File: config.mk
export PLATFORM = sky130hd
export DESIGN_NAME = ram_port_arbiter_flat
export DESIGN_NICKNAME = d
export VERILOG_FILES = /design/src/rtl/ram_port_arbiter_if.sv /design/src/rtl/ram_port_arbiter.sv /design/src/flat_wrapper.sv
export SDC_FILE = /design/constraint.sdc
export NUM_CORES = 1
export LEC_CHECK = 0
export BUFFER_PORTS_ARGS = -buffer_cell sky130_fd_sc_hd__buf_2
export CORE_AREA = 2 2 114 116
export CTS_BUF_LIST = sky130_fd_sc_hd__clkbuf_8
export DETAILED_ROUTE_END_ITERATION = 12
export DIE_AREA = 0 0 116 118
export PLACE_DENSITY = 0.68
export SLEW_MARGIN = 20
export SYNTH_ARGS = -nofsm -noshare
export SYNTH_HDL_FRONTEND = slang
export SYNTH_SLANG_ARGS = --single-unit
export TNS_END_PERCENT = 1
File: constraint.sdc
create_clock -name clk -period 1.91 [get_ports clk]
set_clock_uncertainty 0.1 [all_clocks]
set_input_delay 0.382 -clock clk [delete_from_list [all_inputs] [get_ports clk]]
set_output_delay 0.382 -clock clk [all_outputs]
set_load 0.1 [all_outputs]
File: src/rtl/ram_port_arbiter_if.sv
// Bus bundle between the two RAM masters (core data bus M0, debug master M1),
// the arbiter and the single-port RAM.
//   m0_*/m1_*  : request (req, we, addr, wdata, wstrb) and response (gnt, rvalid, err, rdata)
//   m1_lock    : debug master asks for exclusive ownership
//   ram_*      : RAM enable, byte-lane write enables, word address, write/read data
// Modport slave is the arbiter's view; modport master is the masters' and RAM's view.
interface ram_port_arbiter_if #(
  parameter int unsigned DEPTH_W = 11
);
  logic                m0_req;
  logic                m0_we;
  logic [31:0]         m0_addr;
  logic [31:0]         m0_wdata;
  logic [3:0]          m0_wstrb;
  logic                m0_gnt;
  logic                m0_rvalid;
  logic                m0_err;
  logic [31:0]         m0_rdata;

  logic                m1_req;
  logic                m1_we;
  logic [31:0]         m1_addr;
  logic [31:0]         m1_wdata;
  logic [3:0]          m1_wstrb;
  logic                m1_lock;
  logic                m1_gnt;
  logic                m1_rvalid;
  logic                m1_err;
  logic [31:0]         m1_rdata;

  logic                ram_en;
  logic [3:0]          ram_we;
  logic [DEPTH_W-1:0]  ram_addr;
  logic [31:0]         ram_wdata;
  logic [31:0]         ram_rdata;

  modport slave (
    input  m0_req, m0_we, m0_addr, m0_wdata, m0_wstrb,
    output m0_gnt, m0_rvalid, m0_err, m0_rdata,
    input  m1_req, m1_we, m1_addr, m1_wdata, m1_wstrb, m1_lock,
    output m1_gnt, m1_rvalid, m1_err, m1_rdata,
    output ram_en, ram_we, ram_addr, ram_wdata,
    input  ram_rdata
  );

  modport master (
    output m0_req, m0_we, m0_addr, m0_wdata, m0_wstrb,
    input  m0_gnt, m0_rvalid, m0_err, m0_rdata,
    output m1_req, m1_we, m1_addr, m1_wdata, m1_wstrb, m1_lock,
    input  m1_gnt, m1_rvalid, m1_err, m1_rdata,
    input  ram_en, ram_we, ram_addr, ram_wdata,
    output ram_rdata
  );
endinterface

File: src/rtl/ram_port_arbiter.sv
// Two-master arbiter in front of a single-port 32-bit RAM.
// Ports: clk, rst (synchronous, active high), bus (ram_port_arbiter_if.slave).
// Grants and the RAM access happen combinationally in the accept cycle; read
// responses (rvalid/err/rdata) appear exactly one cycle later, to the owner only.
// M1 may lock the RAM; a starvation counter forces a single M0 grant after
// MAX_WAIT waiting cycles, even while locked.
// Build option: define RAM_ARB_RR_EN for round-robin on simultaneous unlocked
// requests; otherwise M1 has fixed priority.
module ram_port_arbiter #(
  parameter int unsigned DEPTH_W  = 11,
  parameter int unsigned MAX_WAIT = 8
) (
  input  logic              clk,
  input  logic              rst,
  ram_port_arbiter_if.slave bus
);

  localparam int unsigned CNT_W = (MAX_WAIT < 1) ? 1 : $clog2(MAX_WAIT + 1);
  localparam logic [CNT_W-1:0] CNT_MAX = CNT_W'(MAX_WAIT);

  typedef enum logic [1:0] {IDLE, OWN_M0, OWN_M1, LOCK_M1} state_t;

  state_t            state;
  logic [CNT_W-1:0]  wait_cnt;
  logic              rv0_q, er0_q, rv1_q, er1_q;
  logic [31:0]       rd0_q, rd1_q;
`ifdef RAM_ARB_RR_EN
  logic              rr_last_m1;
`endif

  logic              gnt0_c, gnt1_c;
  logic              force_m0_c, locked_c;
  logic              oor0_c, oor1_c;
  logic              sel_we_c, sel_oor_c;
  logic [31:0]       sel_addr_c, sel_wdata_c;
  logic [3:0]        sel_wstrb_c;
  logic              ram_en_c;
  logic [31:0]       rdata0_c, rdata1_c;

  // Out of range: above the RAM window or not word aligned.
  assign oor0_c = ((bus.m0_addr >> (DEPTH_W + 2)) != 32'd0) || (bus.m0_addr[1:0] != 2'b00);
  assign oor1_c = ((bus.m1_addr >> (DEPTH_W + 2)) != 32'd0) || (bus.m1_addr[1:0] != 2'b00);

  // Per-cycle grant decision; reset suppresses every grant.
  always_comb begin
    gnt0_c     = 1'b0;
    gnt1_c     = 1'b0;
    force_m0_c = bus.m0_req && (wait_cnt == CNT_MAX);
    locked_c   = (state == LOCK_M1) && bus.m1_lock;
    if (rst) begin
      gnt0_c = 1'b0;
      gnt1_c = 1'b0;
    end else if (force_m0_c) begin
      gnt0_c = 1'b1;
    end else if (locked_c) begin
      gnt1_c = bus.m1_req;
    end else if (bus.m0_req && bus.m1_req) begin
`ifdef RAM_ARB_RR_EN
      gnt0_c = rr_last_m1;
      gnt1_c = !rr_last_m1;
`else
      gnt1_c = 1'b1;
`endif
    end else begin
      gnt0_c = bus.m0_req;
      gnt1_c = bus.m1_req;
    end
  end

  // Route the winner's request to the RAM; out-of-range accesses never reach it.
  always_comb begin
    sel_we_c    = gnt1_c ? bus.m1_we    : bus.m0_we;
    sel_addr_c  = gnt1_c ? bus.m1_addr  : bus.m0_addr;
    sel_wdata_c = gnt1_c ? bus.m1_wdata : bus.m0_wdata;
    sel_wstrb_c = gnt1_c ? bus.m1_wstrb : bus.m0_wstrb;
    sel_oor_c   = gnt1_c ? oor1_c       : oor0_c;
    ram_en_c    = (gnt0_c || gnt1_c) && !sel_oor_c;
  end

  assign bus.ram_en    = ram_en_c;
  assign bus.ram_we    = (ram_en_c && sel_we_c) ? sel_wstrb_c : 4'b0000;
  assign bus.ram_addr  = sel_addr_c[DEPTH_W+1:2];
  assign bus.ram_wdata = sel_wdata_c;

  assign bus.m0_gnt = gnt0_c;
  assign bus.m1_gnt = gnt1_c;

  // RAM data arrives in the rvalid cycle itself; outside it the last value is held.
  always_comb begin
    rdata0_c = rd0_q;
    rdata1_c = rd1_q;
    if (rv0_q) rdata0_c = er0_q ? 32'd0 : bus.ram_rdata;
    if (rv1_q) rdata1_c = er1_q ? 32'd0 : bus.ram_rdata;
    if (rst) begin
      rdata0_c = 32'd0;
      rdata1_c = 32'd0;
    end
  end

  assign bus.m0_rvalid = rv0_q && !rst;
  assign bus.m0_err    = er0_q && !rst;
  assign bus.m0_rdata  = rdata0_c;
  assign bus.m1_rvalid = rv1_q && !rst;
  assign bus.m1_err    = er1_q && !rst;
  assign bus.m1_rdata  = rdata1_c;

  // Ownership FSM, starvation counter and response pipeline.
  always_ff @(posedge clk) begin
    if (rst) begin
      state    <= IDLE;
      wait_cnt <= '0;
      rv0_q    <= 1'b0;
      er0_q    <= 1'b0;
      rv1_q    <= 1'b0;
      er1_q    <= 1'b0;
      rd0_q    <= 32'd0;
      rd1_q    <= 32'd0;
`ifdef RAM_ARB_RR_EN
      rr_last_m1 <= 1'b1;
`endif
    end else begin
      rv0_q <= gnt0_c && (!bus.m0_we || oor0_c);
      er0_q <= gnt0_c && oor0_c;
      rv1_q <= gnt1_c && (!bus.m1_we || oor1_c);
      er1_q <= gnt1_c && oor1_c;
      if (rv0_q) rd0_q <= rdata0_c;
      if (rv1_q) rd1_q <= rdata1_c;

      if (!bus.m0_req || gnt0_c) begin
        wait_cnt <= '0;
      end else if (wait_cnt != CNT_MAX) begin
        wait_cnt <= wait_cnt + CNT_W'(1);
      end

`ifdef RAM_ARB_RR_EN
      if (gnt0_c) begin
        rr_last_m1 <= 1'b0;
      end else if (gnt1_c) begin
        rr_last_m1 <= 1'b1;
      end
`endif

      if (!bus.m0_req && !bus.m1_req) begin
        state <= IDLE;
      end else if ((state == LOCK_M1) && !bus.m1_lock) begin
        state <= IDLE;
      end else if (gnt1_c) begin
        state <= bus.m1_lock ? LOCK_M1 : OWN_M1;
      end else if (gnt0_c) begin
        // A forced grant during a lock is a one-cycle interruption.
        state <= ((state == LOCK_M1) && bus.m1_lock) ? LOCK_M1 : OWN_M0;
      end
    end
  end

endmodule

File: src/flat_wrapper.sv
// flat-port wrapper written by rule: the top's interface ports become plain ports
module ram_port_arbiter_flat 
#(
  parameter int unsigned DEPTH_W  = 11,
  parameter int unsigned MAX_WAIT = 8
)
  (clk, rst, bus_m0_req, bus_m0_we, bus_m0_addr, bus_m0_wdata, bus_m0_wstrb, bus_m0_gnt, bus_m0_rvalid, bus_m0_err, bus_m0_rdata, bus_m1_req, bus_m1_we, bus_m1_addr, bus_m1_wdata, bus_m1_wstrb, bus_m1_lock, bus_m1_gnt, bus_m1_rvalid, bus_m1_err, bus_m1_rdata, bus_ram_en, bus_ram_we, bus_ram_addr, bus_ram_wdata, bus_ram_rdata);
  ram_port_arbiter_if #(.DEPTH_W(DEPTH_W)) bus_i ();
  input  logic clk;
  input  logic rst;
  input wire logic [$bits(bus_i.m0_req)-1:0] bus_m0_req;
  input wire logic [$bits(bus_i.m0_we)-1:0] bus_m0_we;
  input wire logic [$bits(bus_i.m0_addr)-1:0] bus_m0_addr;
  input wire logic [$bits(bus_i.m0_wdata)-1:0] bus_m0_wdata;
  input wire logic [$bits(bus_i.m0_wstrb)-1:0] bus_m0_wstrb;
  output wire logic [$bits(bus_i.m0_gnt)-1:0] bus_m0_gnt;
  output wire logic [$bits(bus_i.m0_rvalid)-1:0] bus_m0_rvalid;
  output wire logic [$bits(bus_i.m0_err)-1:0] bus_m0_err;
  output wire logic [$bits(bus_i.m0_rdata)-1:0] bus_m0_rdata;
  input wire logic [$bits(bus_i.m1_req)-1:0] bus_m1_req;
  input wire logic [$bits(bus_i.m1_we)-1:0] bus_m1_we;
  input wire logic [$bits(bus_i.m1_addr)-1:0] bus_m1_addr;
  input wire logic [$bits(bus_i.m1_wdata)-1:0] bus_m1_wdata;
  input wire logic [$bits(bus_i.m1_wstrb)-1:0] bus_m1_wstrb;
  input wire logic [$bits(bus_i.m1_lock)-1:0] bus_m1_lock;
  output wire logic [$bits(bus_i.m1_gnt)-1:0] bus_m1_gnt;
  output wire logic [$bits(bus_i.m1_rvalid)-1:0] bus_m1_rvalid;
  output wire logic [$bits(bus_i.m1_err)-1:0] bus_m1_err;
  output wire logic [$bits(bus_i.m1_rdata)-1:0] bus_m1_rdata;
  output wire logic [$bits(bus_i.ram_en)-1:0] bus_ram_en;
  output wire logic [$bits(bus_i.ram_we)-1:0] bus_ram_we;
  output wire logic [$bits(bus_i.ram_addr)-1:0] bus_ram_addr;
  output wire logic [$bits(bus_i.ram_wdata)-1:0] bus_ram_wdata;
  input wire logic [$bits(bus_i.ram_rdata)-1:0] bus_ram_rdata;
  assign bus_i.m0_req = bus_m0_req;
  assign bus_i.m0_we = bus_m0_we;
  assign bus_i.m0_addr = bus_m0_addr;
  assign bus_i.m0_wdata = bus_m0_wdata;
  assign bus_i.m0_wstrb = bus_m0_wstrb;
  assign bus_m0_gnt = bus_i.m0_gnt;
  assign bus_m0_rvalid = bus_i.m0_rvalid;
  assign bus_m0_err = bus_i.m0_err;
  assign bus_m0_rdata = bus_i.m0_rdata;
  assign bus_i.m1_req = bus_m1_req;
  assign bus_i.m1_we = bus_m1_we;
  assign bus_i.m1_addr = bus_m1_addr;
  assign bus_i.m1_wdata = bus_m1_wdata;
  assign bus_i.m1_wstrb = bus_m1_wstrb;
  assign bus_i.m1_lock = bus_m1_lock;
  assign bus_m1_gnt = bus_i.m1_gnt;
  assign bus_m1_rvalid = bus_i.m1_rvalid;
  assign bus_m1_err = bus_i.m1_err;
  assign bus_m1_rdata = bus_i.m1_rdata;
  assign bus_ram_en = bus_i.ram_en;
  assign bus_ram_we = bus_i.ram_we;
  assign bus_ram_addr = bus_i.ram_addr;
  assign bus_ram_wdata = bus_i.ram_wdata;
  assign bus_i.ram_rdata = bus_ram_rdata;
  ram_port_arbiter #(.DEPTH_W(DEPTH_W), .MAX_WAIT(MAX_WAIT)) u_core (.clk(clk), .rst(rst), .bus(bus_i));
endmodule
Word-level counts from Yosys, hierarchy flattened
Index checks and enable logic that the tools add are counted.
{ "word_totals": {"ff_bits": 74, "inputBits": 175} }
{ "op_classes": {"add_sub_neg": 1, "n_eq_ne": 3, "mux": 24, "n_reduce_logical": 35} }
{ "op_table": {"columns": ["op", "n"], "rows": [
  ["$mux 32", 7],
  ["$reduce_bool 32->1", 2],
  ["$logic_and 1x1->1", 15],
  ["$mux 13", 1],
  ["$mux 1", 11],
  ["$mux 4", 2],
  ["$logic_not 1->1", 7],
  ["$logic_or 1x1->1", 6],
  ["$mux 2", 3],
  ["$reduce_bool 2->1", 3],
  ["$add 4x1->4 const B", 1],
  ["$eq 4x4->1 const B", 1],
  ["$ne 4x4->1 const B", 1],
  ["$reduce_or 3->1", 1],
  ["$eq 2x2->1 const B", 1],
  ["$reduce_or 2->1", 1]
]} }

Logic depth before layout (Yosys ltp)
Gate-level depths: netlist of the first run.
{ "logic_depth": {"depth_word": 10, "mapped_depth": 7, "ltp_nobuf": 6} }

Worst setup path before layout of the first run
Ideal clock, no wire load.
{ "synth_timing": {"path_kind": "register to output", "start": "register u_core.wait_cnt[0]", "end": "output port bus_ram_we[0]", "t_arrival_ns": 2.808, "required_ns": 1.428, "path_slack_ns": -1.380, "path_stages_with_launch": 8, "cell_sequence": "dfxtp_1 inv_1 ha_1 and3b_1 a21oi_1 nor2b_1 clkbuf_1 a32o_1"} }
{ "synth_via": {"word_cells_on_any_way": 14} }
{ "synth_rtl": {"columns": ["item", "line", "source"], "rows": [
  ["from (decl)", "ram_port_arbiter.sv:24", "logic [CNT_W-1:0] wait_cnt;"],
  ["from (signal assigned)", "ram_port_arbiter.sv:132", "wait_cnt <= wait_cnt + CNT_W'(1);"],
  ["$eq 4x4->1", "ram_port_arbiter.sv:48", "force_m0_c = bus.m0_req && (wait_cnt == CNT_MAX);"],
  ["$logic_and 1x1->1", "ram_port_arbiter.sv:48", null],
  ["$mux 1", "ram_port_arbiter.sv:53", "end else if (force_m0_c) begin"],
  ["$mux 1", "ram_port_arbiter.sv:50", "if (rst) begin"],
  ["via bus_m0_gnt", "flat_wrapper.sv:16", "output wire logic [$bits(bus_i.m0_gnt)-1:0] bus_m0_gnt;"],
  ["$logic_or 1x1->1", "ram_port_arbiter.sv:77", "ram_en_c = (gnt0_c || gnt1_c) && !sel_oor_c;"],
  ["$logic_and 1x1->1", "ram_port_arbiter.sv:77", null],
  ["$logic_and 1x1->1", "ram_port_arbiter.sv:81", "assign bus.ram_we = (ram_en_c && sel_we_c) ? sel_wstrb_c : 4'b0000;"],
  ["$mux 4", "ram_port_arbiter.sv:81", null],
  ["to (decl)", "flat_wrapper.sv:31", "output wire logic [$bits(bus_i.ram_we)-1:0] bus_ram_we;"]
]} }
The timed path passes the listed nets, and every way through them passes these cells.

Worst setup path after layout of the first run
{ "layout_timing": {"start": "register u_core.wait_cnt[1]", "end": "output port bus_ram_we[2]"} }
{ "layout_via": {"elab_chain_cells": 9, "word_cells_on_any_way": 14} }
{ "layout_lines": {"columns": ["item", "line", "source"], "rows": [
  ["$eq 4x4->1 (*)", "ram_port_arbiter.sv:48", null],
  ["$logic_and 1x1->1 (*)", "ram_port_arbiter.sv:48", null],
  ["$mux 1", "ram_port_arbiter.sv:53", null],
  ["$mux 1", "ram_port_arbiter.sv:50", null],
  ["$mux 1", "ram_port_arbiter.sv:76", "sel_oor_c = gnt1_c ? oor1_c : oor0_c;"],
  ["$logic_not 1->1", "ram_port_arbiter.sv:77", null],
  ["$logic_and 1x1->1", "ram_port_arbiter.sv:77", null],
  ["$logic_and 1x1->1", "ram_port_arbiter.sv:81", null],
  ["$mux 4 (*)", "ram_port_arbiter.sv:81", null]
]} }
Mark *: on every way between the ends. The rest lies on a longest branch, timed or not.

==> flow_summary_export.csv, run 1 <==
group,metric,value,unit
timing,slew_viol_final,0,
floorplanning,core-area,12400,um^2
status,violations,"setup timing",
route,antenna_left,0,
timing,max_clock_freq,390,MHz
yosys,synth.area.mux_share,12.4,%
timing,whs,0.155,ns
yosys,syn_area_per_cell,8.23,um^2
timing,fin_ws,-0.653,ns
pwr,power.total,5.14,mW
grt,overflow,0,
placement,gp_congestion,0.973,
flow_run,drv_cap,0,
yosys,syn_inst,475,
critical_path,worstPathRequired,1.43,ns
timing,fin_setup_tns,-33.08,ns
pwr,irDropWorstVdd,0.426,mV
floorplanning,dieArea,13700,um^2
route,dr.pass1.iters,4,
layout,area_delta_synth_final,105,%
yosys,synth_xor_area_share,0.448,%
pwr,leakage,3.41,nW
critical_path,critPathKind,"reg2out",
floorplanning,ios,293,
grt,grt_pass1_wl,25300,um
yosys,synth.distinct_cells,32,
clocking,htree_num_levels,3,
critical_path,cp.arrival,2.08,ns
yosys,syn_nets,652,
floorplanning,start_util,31.5,%
timing,setup_viol,113,
yosys,ys_warn_count,0,
yosys,ys_top_cells_by_area,"dfxtp_1, a21oi_1, mux2_2",
yosys,synth_top_family_by_area,"simple AND/OR/NAND/NOR gates",
grt,grt_max_degree,126,
critical_path,cp_cell_sequence,"inv_2, ha_4, nand4b_1, nand3b_1, buf_12, and3_2, a32o_4, buf_12",
yosys,synth_seq_area_share,37.9,%
yosys,synth_top_cell_area_share,37.9,%
route,viasPerCell,4.79,
timing,finalHoldViolCount,0,
route,wl_per_cell,18.2,um
clocking,clk_latency,0.34,ns
yosys,yosys.area_share.simple,29.6,%
critical_path,crit_fanout,12,
route,routed-via-count,4583,
layout,finalNetCount,957,
timing,fin_crit_sh,134,%
floorplanning,dieHeight,118,um
critical_path,cpMaxStageDelayCell,"dfxtp_2",
route,drtIter0Drc,323,
placement,numPortBuffers,292,
layout,final_cells,957,
yosys,syn_area,3910,um^2
floorplanning,die_x,116,um
grt,grt_pass1_vias,4419,
yosys,ys_seq_elements,74,
hold_path,worst_hold_path.num_cells,2,
grt,track_usage,24.7,%
clocking,cts_made_buffers,9,
timing,worst_pin_slew,0.661,ns
critical_path,reg2reg_depth,8,
timing,slew_headroom,55.9,%
clocking,clockBufferDepth,2,
layout,drive_gt1_share,61.5,%
layout,fillers,1018,
yosys,synth_fa_ha_area_share,0.640,%
critical_path,cp-start-kind,"register",
placement,dp_hpwl,13800,um
critical_path,cp_common_cell,"buf_12",
placement,dp_cells,939,
critical_path,reg2reg_slack,0.27,ns
route,wl,17400,um
floorplanning,rows,41,
status,status,"finished, violations left",
layout,fin_area,8030,um^2
route,route.detailed.drc,0,
hold_path,min_path_type,"in2reg",
critical_path,endpoint_kind,"output pin",
clocking,cts_tree,"yes",
timing,rsz0062_at_grt,"yes",
pwr,pwr_density_cell,641,nW/um^2
clocking,cts_num_sinks,74,
clocking,clk_pin_slew,0.07,ns
timing,period_minus_slack,2.56,ns
grt,antenna_found_initial,2,
critical_path,crit_path_max_incr_delay,0.34,ns
yosys,synth_compound_area_share,14.8,%
placement,dpl_cell_area,7380,um^2
yosys,yosys.area.top_type,"dfxtp_1",
clocking,cts_root_buf,"clkbuf_8",
area by class of cell:
type	instances	area [um^2]	area share, %
Timing Repair Buffer	331	3430	42.8
Multi-Input combinational cell	359	2650	33.0
Sequential cell	74	1490	18.6
Tap cell	172	215	2.68
Clock buffer	10	138	1.71
Clock inverter	5	78.8	0.982
Inverter	5	22.5	0.281
Antenna cell	1	2.50	0.0312
worst max-delay path: cells and delay by family (launching register included):
family	cells	cell delay, ns
adder cells (fa/ha/maj)	1	0.14
AND/OR/NAND/NOR	3	0.52
AO/OA/AOI/OAI	1	0.33
flip-flops	1	0.34
buffers and inverters	3	0.40
registers in the layout, summed over array words and instances (netlist names):
register         count
u_core.state         2
u_core.rd1_q        32
u_core.rv1_q         1
u_core.er1_q         1
u_core.wait_cnt      4
u_core.rd0_q        32
u_core.er0_q         1
u_core.rv0_q         1
synth_stat cells (all sizes together):
| master | count |
|---|---|
| a211oi | 1 |
| a21boi | 1 |
| a21oi | 101 |
| a22o | 1 |
| a31oi | 1 |
| a32o | 4 |
| and3 | 5 |
| and3b | 1 |
| buf | 7 |
| clkbuf | 30 |
| dfxtp | 74 |
| ha | 2 |
| inv | 5 |
| mux2 | 43 |
| nand2 | 3 |
| nand2b | 33 |
| nand3 | 2 |
| nand3b | 34 |
| nand4 | 2 |
| nand4b | 1 |
| nor2 | 67 |
| nor2b | 39 |
| nor3 | 3 |
| nor4 | 10 |
| o21ai | 1 |
| or4 | 2 |
| xnor2 | 1 |
| xor2 | 1 |
layer usage:
metal	routed length (um)	vias to the layer above	GRT usage, %
li1	-	2254	-
met4	558	2	8.78
met2	8180	199	38.6
met5	13	-	0
met3	1580	28	5.72
met1	7080	2100	33.1
final timing paths:
check / start / endpoint
worst min-delay path: bus_m1_we / u_core.rv1_q
worst max-delay path: u_core.wait_cnt[1] / bus_ram_we[2]
worst min register to register: u_core.rd0_q[27] / u_core.rd0_q[27]
worst max register to register: u_core.wait_cnt[0] / u_core.rv0_q
cells in the final DEF, fill, tap and decap left out, drive strengths merged, types with 3 or more instances in the layout:
master,netlist,routed
nor2b,39,39
nor3,3,3
buf,7,330
nor2,67,67
a32o,4,4
and3,5,5
nor4,10,10
clkinv,0,3
clkbuf,30,11
a21oi,101,101
dfxtp,74,74
inv,5,4
nand2,3,3
mux2,43,43
nand2b,33,33
nand3b,34,34
timing repair:
item,4_1_cts,5_1_grt
hold buffers,0,0
setup buffers,0,1
pin swaps,17,14
gates resized for setup,83,28
setup endpoints to repair,118,118
gates cloned,0,1
logic make-up (layout without fill, tap and decap cells):
family / after synthesis / in the layout
simple gates: 202 / 202
compound gates: 110 / 110
mux: 43 / 43
fa+ha+maj: 2 / 2
xor+xnor: 2 / 2
other cells: 0 / 1
flops: 74 / 74
buf+inv: 42 / 351
metrics by stage:
stage               utilization [%]  setup slack (ns)
finish                         64.7            -0.653
global route                   64.7            -0.759
CTS                            63.4            -0.721
detailed placement             59.4            -0.452
global placement               59.4            -0.380
floorplan                         -            -0.488
report_power, final:
group	leakage [nW]	switching [mW]	internal, mW
Sequential	0.605	0.0193	1.60
Combinational	2.69	1.41	0.762
Clock	0.112	0.587	0.762
No activity file was read; power rests on OpenSTA's default activity.
==> inputs of run 2 (changes only) <==
CELL_PAD_IN_SITES_DETAIL_PLACEMENT = 0   (was not set)
CELL_PAD_IN_SITES_GLOBAL_PLACEMENT = 1   (was not set)
CORE_AREA = not set   (was 2 2 114 116)
CORE_ASPECT_RATIO = 1.4   (was not set)
CORE_UTILIZATION = 25   (was not set)
DIE_AREA = not set   (was 0 0 116 118)
PLACE_DENSITY = not set   (was 0.68)
PLACE_DENSITY_LB_ADDON = 0.1   (was not set)
==> run 2 against run 1 <==
Compared with the run above:
- the flow still finishes with violations (setup timing)
- critical path type unchanged
- wire length is 14% lower
- power is 3.7% lower
- die area is 18% higher
- final area is 0.75% higher
- clock power is 10% lower
- sequential cell count stayed put
- largest power group unchanged
- count of clock-buffer cells in the layout is 1 lower
==> flow_summary_export.csv, run 2 (synthesis results as in run 1) <==
group,metric,value,unit
layout,area_delta_synth_final,107,%
grt,grt_max_degree,119,
layout,most-common-layout-cells,"buf_2, buf_12, dfxtp_1",
clocking,cts_num_sinks,74,
critical_path,endpoint_kind,"output pin",
hold_path,min_path_type,"in2reg",
layout,drive_gt1_share,62.7,%
route,wl_per_cell,15.3,um
floorplanning,die_x,108,um
timing,finalHoldViolCount,0,
grt,grt_pass1_wl,22600,um
layout,largestRegisters,"u_core.rd0_q: 32 flops, u_core.rd1_q: 32 flops, u_core.wait_cnt: 4 flops",
route,wl,14900,um
critical_path,crit_family,"buffers and inverters",
hold_path,worst_hold_path.num_cells,2,
clocking,clk_latency,0.35,ns
timing,max_clock_freq,387,MHz
placement,dp_hpwl,11300,um
timing,worst_pin_slew,0.648,ns
grt,antenna_found_initial,0,
flow_run,drv_cap,0,
timing,fin_ws,-0.674,ns
timing,fin_setup_tns,-34.29,ns
critical_path,crit_fanout,6,
timing,slew_headroom,56.8,%
status,status,"finished, violations left",
route,viasPerCell,4.66,
status,violations,"setup timing",
clocking,cts_made_buffers,9,
hold_path,hold_start,"bus_m1_we",
timing,rsz0062_at_grt,"yes",
critical_path,critical_path_buf_inv_count,5,
pwr,leakage,3.40,nW
pwr,power.total,4.95,mW
critical_path,critPathKind,"reg2out",
placement,gp_congestion,0.815,
layout,finalNetCount,958,
route,antenna_left,0,
timing,slew_viol_final,0,
route,drtIter0Drc,131,
pwr,irDropWorstVdd,0.327,mV
route,routed-via-count,4561,
floorplanning,rows,53,
critical_path,cpMaxStageDelayCell,"dfxtp_2",
critical_path,reg2reg_depth,8,
floorplanning,start_util,25.9,%
layout,diodes,0,
route,route.detailed.drc,0,
critical_path,cp_cell_sequence,"inv_2, ha_4, nand4b_1, nand3b_1, buf_4, clkbuf_16, buf_6, mux2_4, buf_12",
timing,whs,0.116,ns
critical_path,worstPathRequired,1.43,ns
floorplanning,dieArea,16200,um^2
critical_path,reg2reg_slack,0.35,ns
layout,final_common_cell,"buf_2",
grt,track_usage,18.1,%
placement,dpl_cell_area,7250,um^2
critical_path,rr_startpoint,"u_core.wait_cnt[0]",
layout,fillers,1381,
placement,dp_slack,-0.388,ns
grt,overflow,0,
clocking,cts_tree,"yes",
floorplanning,dieHeight,150,um
clocking,clk_pin_slew,0.07,ns
critical_path,r2r-end,"u_core.rv1_q",
floorplanning,ios,293,
floorplanning,core-area,15100,um^2
timing,period_minus_slack,2.58,ns
grt,grt_pass1_vias,4475,
hold_path,hold_end,"u_core.rv1_q",
placement,numPortBuffers,292,
layout,fin_area,8090,um^2
clocking,cts_root_buf,"clkbuf_8",
pwr,pwr_density_cell,613,nW/um^2
timing,setup_viol,113,
clocking,htree_num_levels,3,
timing,fin_crit_sh,135,%
clocking,clockBufferDepth,2,
critical_path,cp-start-kind,"register",
route,dr.pass1.iters,4,
critical_path,crit_path_max_incr_delay,0.34,ns
critical_path,cp.arrival,2.10,ns
-- run 2: changes by cell type in the layout (fill, tap and decap cells not counted), sizes merged --
cell / before / now
diode: 1 / 0
clkinv: 3 / 1
bufinv: 2 / 1
inv: 4 / 6
clkinvlp: 1 / 4
-- run 2: through the flow --
stage / std cells / util, %
3_3_place_gp: 957 / 47.9
5_1_grt: 978 / 53.5
2_1_floorplan: 475 / -
4_1_cts: 974 / 51.6
3_5_place_dp: 957 / 47.9
6_report: 978 / 53.5
-- run 2: worst max path at each step --
stage | cells after the start | end | slack [ns] | start
2_1_floorplan | 7 | bus_ram_en | -0.49 | u_core.wait_cnt[1]
3_3_place_gp | 6 | bus_ram_we[1] | -0.38 | bus_m0_addr[16]
3_5_place_dp | 7 | bus_ram_we[3] | -0.39 | bus_m1_addr[24]
4_1_cts | 9 | bus_ram_we[0] | -0.73 | u_core.wait_cnt[0]
5_1_grt | 9 | bus_ram_we[3] | -0.80 | u_core.wait_cnt[0]
6_report | 9 | bus_ram_wdata[17] | -0.67 | u_core.wait_cnt[0]
-- run 2: what timing repair did --
action / 4_1_cts / 5_1_grt
setup endpoints to repair: 117 / 117
resized for setup: 100 / 48
hold buffers: 0 / 0
gates cloned: 0 / 2
pin swaps: 16 / 24
setup buffers: 1 / 2
-- run 2: power by group --
part           internal, mW  switching, mW  total, mW
logic                 0.754           1.37       2.13
registers              1.60         0.0206       1.62
clock network         0.600          0.609       1.21
-- run 2: routing by layer --
metal	wire length, um	track usage (%)	vias to the layer above
met1	5410	19.3	2108
li1	-	-	2250
met2	8150	33.7	180
met5	0	0	-
met4	401	7.05	0
met3	963	4.40	23
-- run 2: area by class of cell --
cell class	count	area, um^2	area share (%)
timing repair buffer	332	3420	42.2
clock buffer	9	124	1.53
inverter	5	22.5	0.279
sequential	74	1490	18.4
tap	192	240	2.97
multi-input combinational	359	2720	33.7
clock inverter	7	70.1	0.866
